==> src/rtl/rpc_chan_pipe.sv <==
// rpc_chan_pipe: NumChan independent valid/ready FIFO channels between the pin-level bus and the rpc core.
// Defining RPC_PIPE_WDOG_EN adds a sticky per-channel stall watchdog; otherwise wdog_o is tied low.
module rpc_chan_pipe #(
    parameter int unsigned NumChan    = 5,
    parameter int unsigned DataWidth  = 128,
    parameter int unsigned Depth      = 2,
    parameter int unsigned WdogCycles = 1024,
    localparam int unsigned OccW      = (Depth < 1) ? 1 : $clog2(Depth + 1)
) (
    input  logic                         clk_i,
    input  logic                         rst_i,
    input  logic                         flush_i,
    input  logic [NumChan-1:0]           in_valid_i,
    output logic [NumChan-1:0]           in_ready_o,
    input  logic [NumChan*DataWidth-1:0] in_data_i,
    output logic [NumChan-1:0]           out_valid_o,
    input  logic [NumChan-1:0]           out_ready_i,
    output logic [NumChan*DataWidth-1:0] out_data_o,
    output logic [NumChan*OccW-1:0]      occ_o,
    input  logic                         wdog_clr_i,
    output logic [NumChan-1:0]           wdog_o
);

    if (Depth == 0) begin : g_bypass
        logic unused_bypass;

        assign in_ready_o    = out_ready_i;
        assign out_valid_o   = in_valid_i;
        assign out_data_o    = in_data_i;
        assign occ_o         = '0;
        assign unused_bypass = ^{flush_i, clk_i, rst_i};
    end else begin : g_fifo
        localparam int unsigned     PtrW    = (Depth < 2) ? 1 : $clog2(Depth);
        localparam logic [PtrW-1:0] LastPtr = PtrW'(Depth - 1);
        localparam logic [OccW-1:0] Full    = OccW'(Depth);

        typedef logic [DataWidth-1:0] data_t;

        logic               init_q, init_d;
        logic [PtrW-1:0]    wr_ptr_q [NumChan];
        logic [PtrW-1:0]    wr_ptr_d [NumChan];
        logic [PtrW-1:0]    rd_ptr_q [NumChan];
        logic [PtrW-1:0]    rd_ptr_d [NumChan];
        logic [OccW-1:0]    cnt_q    [NumChan];
        logic [OccW-1:0]    cnt_d    [NumChan];
        data_t              mem_q    [NumChan][Depth];
        data_t              mem_d    [NumChan][Depth];
        logic [NumChan-1:0] push, pop;

        function automatic logic [PtrW-1:0] ptr_next(input logic [PtrW-1:0] p);
            return (p == LastPtr) ? '0 : p + PtrW'(1);
        endfunction

        always_comb begin
            init_d      = 1'b1;
            mem_d       = mem_q;
            push        = '0;
            pop         = '0;
            in_ready_o  = '0;
            out_valid_o = '0;
            out_data_o  = '0;
            occ_o       = '0;
            for (int unsigned c = 0; c < NumChan; c++) begin
                wr_ptr_d[c] = wr_ptr_q[c];
                rd_ptr_d[c] = rd_ptr_q[c];
                // Ready comes only from local count: a full buffer refuses even when popping.
                in_ready_o[c]  = init_q && (cnt_q[c] != Full) && !flush_i;
                out_valid_o[c] = (cnt_q[c] != '0);
                push[c]        = in_valid_i[c] & in_ready_o[c];
                pop[c]         = out_valid_o[c] & out_ready_i[c];
                out_data_o[c*DataWidth +: DataWidth] = mem_q[c][rd_ptr_q[c]];
                occ_o[c*OccW +: OccW]                = cnt_q[c];
                if (push[c]) begin
                    mem_d[c][wr_ptr_q[c]] = in_data_i[c*DataWidth +: DataWidth];
                    wr_ptr_d[c]           = ptr_next(wr_ptr_q[c]);
                end
                if (pop[c]) begin
                    rd_ptr_d[c] = ptr_next(rd_ptr_q[c]);
                end
                cnt_d[c] = cnt_q[c] + OccW'(push[c]) - OccW'(pop[c]);
                if (flush_i) begin
                    wr_ptr_d[c] = '0;
                    rd_ptr_d[c] = '0;
                    cnt_d[c]    = '0;
                end
            end
        end

        always_ff @(posedge clk_i or posedge rst_i) begin
            if (rst_i) begin
                init_q <= 1'b0;
                for (int unsigned c = 0; c < NumChan; c++) begin
                    wr_ptr_q[c] <= '0;
                    rd_ptr_q[c] <= '0;
                    cnt_q[c]    <= '0;
                    for (int unsigned d = 0; d < Depth; d++) begin
                        mem_q[c][d] <= '0;
                    end
                end
            end else begin
                init_q   <= init_d;
                wr_ptr_q <= wr_ptr_d;
                rd_ptr_q <= rd_ptr_d;
                cnt_q    <= cnt_d;
                mem_q    <= mem_d;
            end
        end
    end

`ifdef RPC_PIPE_WDOG_EN
    localparam int unsigned    WdW     = $clog2(WdogCycles + 1);
    localparam logic [WdW-1:0] WdMax   = WdW'(WdogCycles);
    localparam bit             FlushEn = (Depth != 0);

    logic [WdW-1:0]     wd_cnt_q [NumChan];
    logic [WdW-1:0]     wd_cnt_d [NumChan];
    logic [NumChan-1:0] wd_flag_q, wd_flag_d;

    always_comb begin
        wd_flag_d = '0;
        for (int unsigned c = 0; c < NumChan; c++) begin
            if (!(out_valid_o[c] && !out_ready_i[c]) || (FlushEn && flush_i)) begin
                wd_cnt_d[c] = '0;
            end else if (wd_cnt_q[c] != WdMax) begin
                wd_cnt_d[c] = wd_cnt_q[c] + WdW'(1);
            end else begin
                wd_cnt_d[c] = wd_cnt_q[c];
            end
            // Set fires on reaching the limit, so a clear sticks while the counter sits saturated.
            wd_flag_d[c] = ((wd_cnt_d[c] == WdMax) && (wd_cnt_q[c] != WdMax))
                         || (wd_flag_q[c] && !wdog_clr_i);
        end
    end

    always_ff @(posedge clk_i or posedge rst_i) begin
        if (rst_i) begin
            wd_flag_q <= '0;
            for (int unsigned c = 0; c < NumChan; c++) begin
                wd_cnt_q[c] <= '0;
            end
        end else begin
            wd_flag_q <= wd_flag_d;
            wd_cnt_q  <= wd_cnt_d;
        end
    end

    assign wdog_o = wd_flag_q;
`else
    logic unused_wdog_clr;

    assign unused_wdog_clr = wdog_clr_i;
    assign wdog_o          = '0;
`endif

endmodule

==> config.mk <==
export PLATFORM = sky130hd
export DESIGN_NAME = rpc_chan_pipe
export DESIGN_NICKNAME = d
export VERILOG_FILES = /design/src/rtl/rpc_chan_pipe.sv
export SDC_FILE = /design/constraint.sdc
export NUM_CORES = 2
export LEC_CHECK = 0
export CORE_AREA = 3 3 511 513
export CTS_CLUSTER_DIAMETER = 50
export DETAILED_ROUTE_END_ITERATION = 8
export DIE_AREA = 0 0 514 516
export GPL_ROUTABILITY_DRIVEN = 0
export GPL_TIMING_DRIVEN = 0
export PLACE_DENSITY = 0.45
export SYNTH_ARGS = -nofsm -noshare
export SYNTH_HDL_FRONTEND = slang
export SYNTH_SLANG_ARGS = --single-unit
==> constraint.sdc <==
create_clock -name clk_i -period 45.2 [get_ports clk_i]
set_input_delay 9.04 -clock clk_i [delete_from_list [all_inputs] [get_ports clk_i]]
set_output_delay 9.04 -clock clk_i [all_outputs]
set_load 0.05 [all_outputs]
==> impl_metrics.yaml <==
clock_network:
  clkTransAtPathRegs_ns: 0.05
  cts_tree: "yes"
  hold_buffers: 0
  ctsHtreeMaxLevel: 4
  clkLatencyLatePin_ns: 0.87
  cts_resized: 0
  post_cts_buffers: 0
  cts_sinks: 1301
  cts-buffers-inserted: 215
  clockBufferDepth: 4
  root_buffer: "clkbuf_16"
yosys:
  async_flop_share_pct: 100.0
  synth_area_leader_cell: "dfrtp_1"
  synth.avg_cell_area_um2: 15.81
  ys_top_cells_by_area: "dfrtp_1 58%, mux2_2 34%, mux2_1 4.4%, buf_2 0.92%, clkbuf_1 0.54%"
  synthAdderAreaFrac_pct: 0.2232
  synth_xor_area_share_pct: 0.2187
  ys_seq_area_share_pct: 58.07
  synth-edff-count: 0
  synth_top_family_by_area: "multiplexers"
  synth.area.mux_share_pct: 38.57
  synthSimpleGateAreaFrac_pct: 0.6338
  yosys_warnings: 0
  netlist.area_leader.share_pct: 58.07
  synth_cells: 3545
  synthDistinctLibCells: 28
  synthesis.area_um2: 56060
  synth_compound_area_share_pct: 0.1205
  synth-seq-cells: 1301
  ys.flop_type: "dfrtp_1"
route:
  drt-total-wl_um: 235200
  via_count: 36540
  final_antenna_net_count: 0
  viasPerCell: 4.192
  initialDrtViolationCount: 1366
  drt_pre_antenna_iters: 4
  route.detailed.drc: 0
  wl_per_cell_um: 26.97
grt:
  gr-usage-met3_pct: 7.915
  grt_max_degree: 42
  grt_pass1_vias: 40580
  grt.total_usage_pct: 17.25
  grt_overflow: 0
  antenna_found_initial: 117
  grt-busiest-layer: "met2"
  grt_first_pass_wirelength_um: 325300
  use_met2_pct: 30.79
  grtUsageMet1_pct: 18.28
placement:
  hpwl_um: 187600
  dp.cells: 8283
  io_buffers: 1312
  post_dp_cell_area_um2: 74210
  place_ws_ns: 23.79
worst_hold_path:
  hp-class: "flip-flop to flip-flop"
  hold_path.startpoint: "g_fifo.mem_q[669]"
  whs_endpoint: "g_fifo.mem_q[669]"
  min_path_cells: 1
setup_path:
  r2r_setup_slack_ns: 42.15
  arrival_ns: 12.00
  cp.required_ns: 36.16
  reg2regPathDepth: 5
  crit_path_start_kind: "input pin"
  r2r_start: "occ_o[7]"
  critPathMaxFanout: 11
  path_class: "input pin to output port"
  cp-end-kind: "output port"
  r2r-end: "g_fifo.mem_q[500]"
run_status:
  outcome: "finished, final reports clean"
floorplanning:
  start_util_pct: 21.84
  dieArea_um2: 265200
  die_h_um: 516
  boundaryPins: 1319
  fp-row-count: 186
  chipWidth_um: 514
  coreArea_um2: 256700
layout:
  postLayoutCellArea_um2: 81780
  fillers: 25490
  drive_above_1_share_pct: 42.40
  final_nets: 5780
  stdcell_count: 8718
  synthToLayoutAreaGrowth_pct: 45.87
timing:
  fin_crit_ns: 21.04
  fin_skew_ns: 0.07929
  drv_slew: 0
  period_share_pct: 46.54
  holdWs_ns: 0.4826
  rsz0062_at_grt: "false"
  tightest_slew_ns: 1.282
  worst_slack_ns: 24.16
  setup_viol: 0
  fmax_mhz: 47.53
  fin_setup_tns_ns: 0
  hold_viol: 0
  relSlewSlack_pct: 14.54
power_and_ir_drop:
  powerDensity_nw_per_um2: 89.65
  vdd_drop_max_mv: 0.05132
  p_leak_nw: 33.93
job:
  drv_cap: 0
## registers in the layout, indices dropped and copies added, names as in the netlist
signal	flops
g_fifo.mem_q	1280
g_fifo.wr_ptr_q	5
g_fifo.init_q	1
occ_o	10
g_fifo.rd_ptr_q	5
## cells in the final DEF (no fill, tap or decap), types with 20 or more instances in the layout
| cell type | Yosys | final |
|---|---|---|
| buf_2 | 103 | 103 |
| dfrtp_1 | 1301 | 1301 |
| mux2_2 | 1702 | 1702 |
| clkdlybuf4s50_1 | 0 | 1312 |
| clkbuf_16 | 0 | 215 |
| buf_12 | 0 | 38 |
| clkinvlp_4 | 0 | 20 |
| clkbuf_1 | 80 | 110 |
| clkbuf_8 | 0 | 24 |
| mux2_1 | 218 | 218 |
| bufinv_16 | 0 | 31 |
| clkinv_2 | 0 | 25 |
| diode_2 | 0 | 51 |
| buf_6 | 25 | 25 |
## through the flow
stage                     utilization [%]  power (mW)
after floorplan                         -       4.316
after global routing                31.82       7.664
after CTS                           31.81       7.461
after global placement              28.61       5.678
after detailed placement            28.91       5.693
final                               31.86       7.331
## cell usage after synthesis, types with 6 or more instances
library cell     n
buf_6           25
buf_2          103
ha_1            10
clkbuf_1        80
nor3_1           6
nor2b_1         10
mux2_2        1702
buf_4            7
inv_1           11
nor2_1          15
mux2_1         218
xnor2_1          9
dfrtp_1       1301
## per-layer routing
metal / vias up / share of wire [%]
met4: 98 / 2.7
li1: 15980 / -
met3: 392 / 10
met5: - / 0.26
met1: 18830 / 36
met2: 1238 / 50
## critical path, stage by stage
cell             delay [ns]
clkdlybuf4s50_1        0.56
nand2b_4               0.17
buf_6                  0.21
clkbuf_1               0.85
nor2_1                 0.19
clkdlybuf4s50_1        0.91
## worst max-delay path by stage
stage	startpoint	endpoint	slack, ns
floorplan	rst_i	g_fifo.init_q	18.17
global placement	rst_i	g_fifo.mem_q[587]	8.68
detailed placement	flush_i	in_ready_o[0]	23.79
CTS	flush_i	in_ready_o[0]	23.88
global route	flush_i	in_ready_o[0]	23.90
finish	flush_i	in_ready_o[0]	24.16
## cell families after synthesis
logic type               after synthesis
adder cells (fa/ha/maj)               10
buffers and inverters                230
other                                  2
multiplexers                        1920
AND/OR/NAND/NOR                       58
flip-flops                          1301
AO/OA/AOI/OAI                         10
XOR/XNOR                              14
## area by class of cell
| class | instances | area (um^2) | share of cell area, % |
|---|---|---|---|
| diodes | 51 | 127.6 | 0.1561 |
| plain buffers | 219 | 1167 | 1.428 |
| clock buffers | 271 | 5831 | 7.130 |
| clock inverters | 113 | 1608 | 1.966 |
| inverters | 11 | 45.04 | 0.05508 |
| multi-input cells | 2018 | 22310 | 27.29 |
| flip-flops and latches | 1301 | 32560 | 39.81 |
| well taps | 3384 | 4234 | 5.178 |
| repair buffers | 1350 | 13890 | 16.99 |
## power by group
part | internal (mW) | switching (mW)
clock | 1.09 | 0.614
combinational | 1.40 | 2.29
sequential | 1.69 | 0.243
Note: power is estimated with default switching activity, not from simulation.
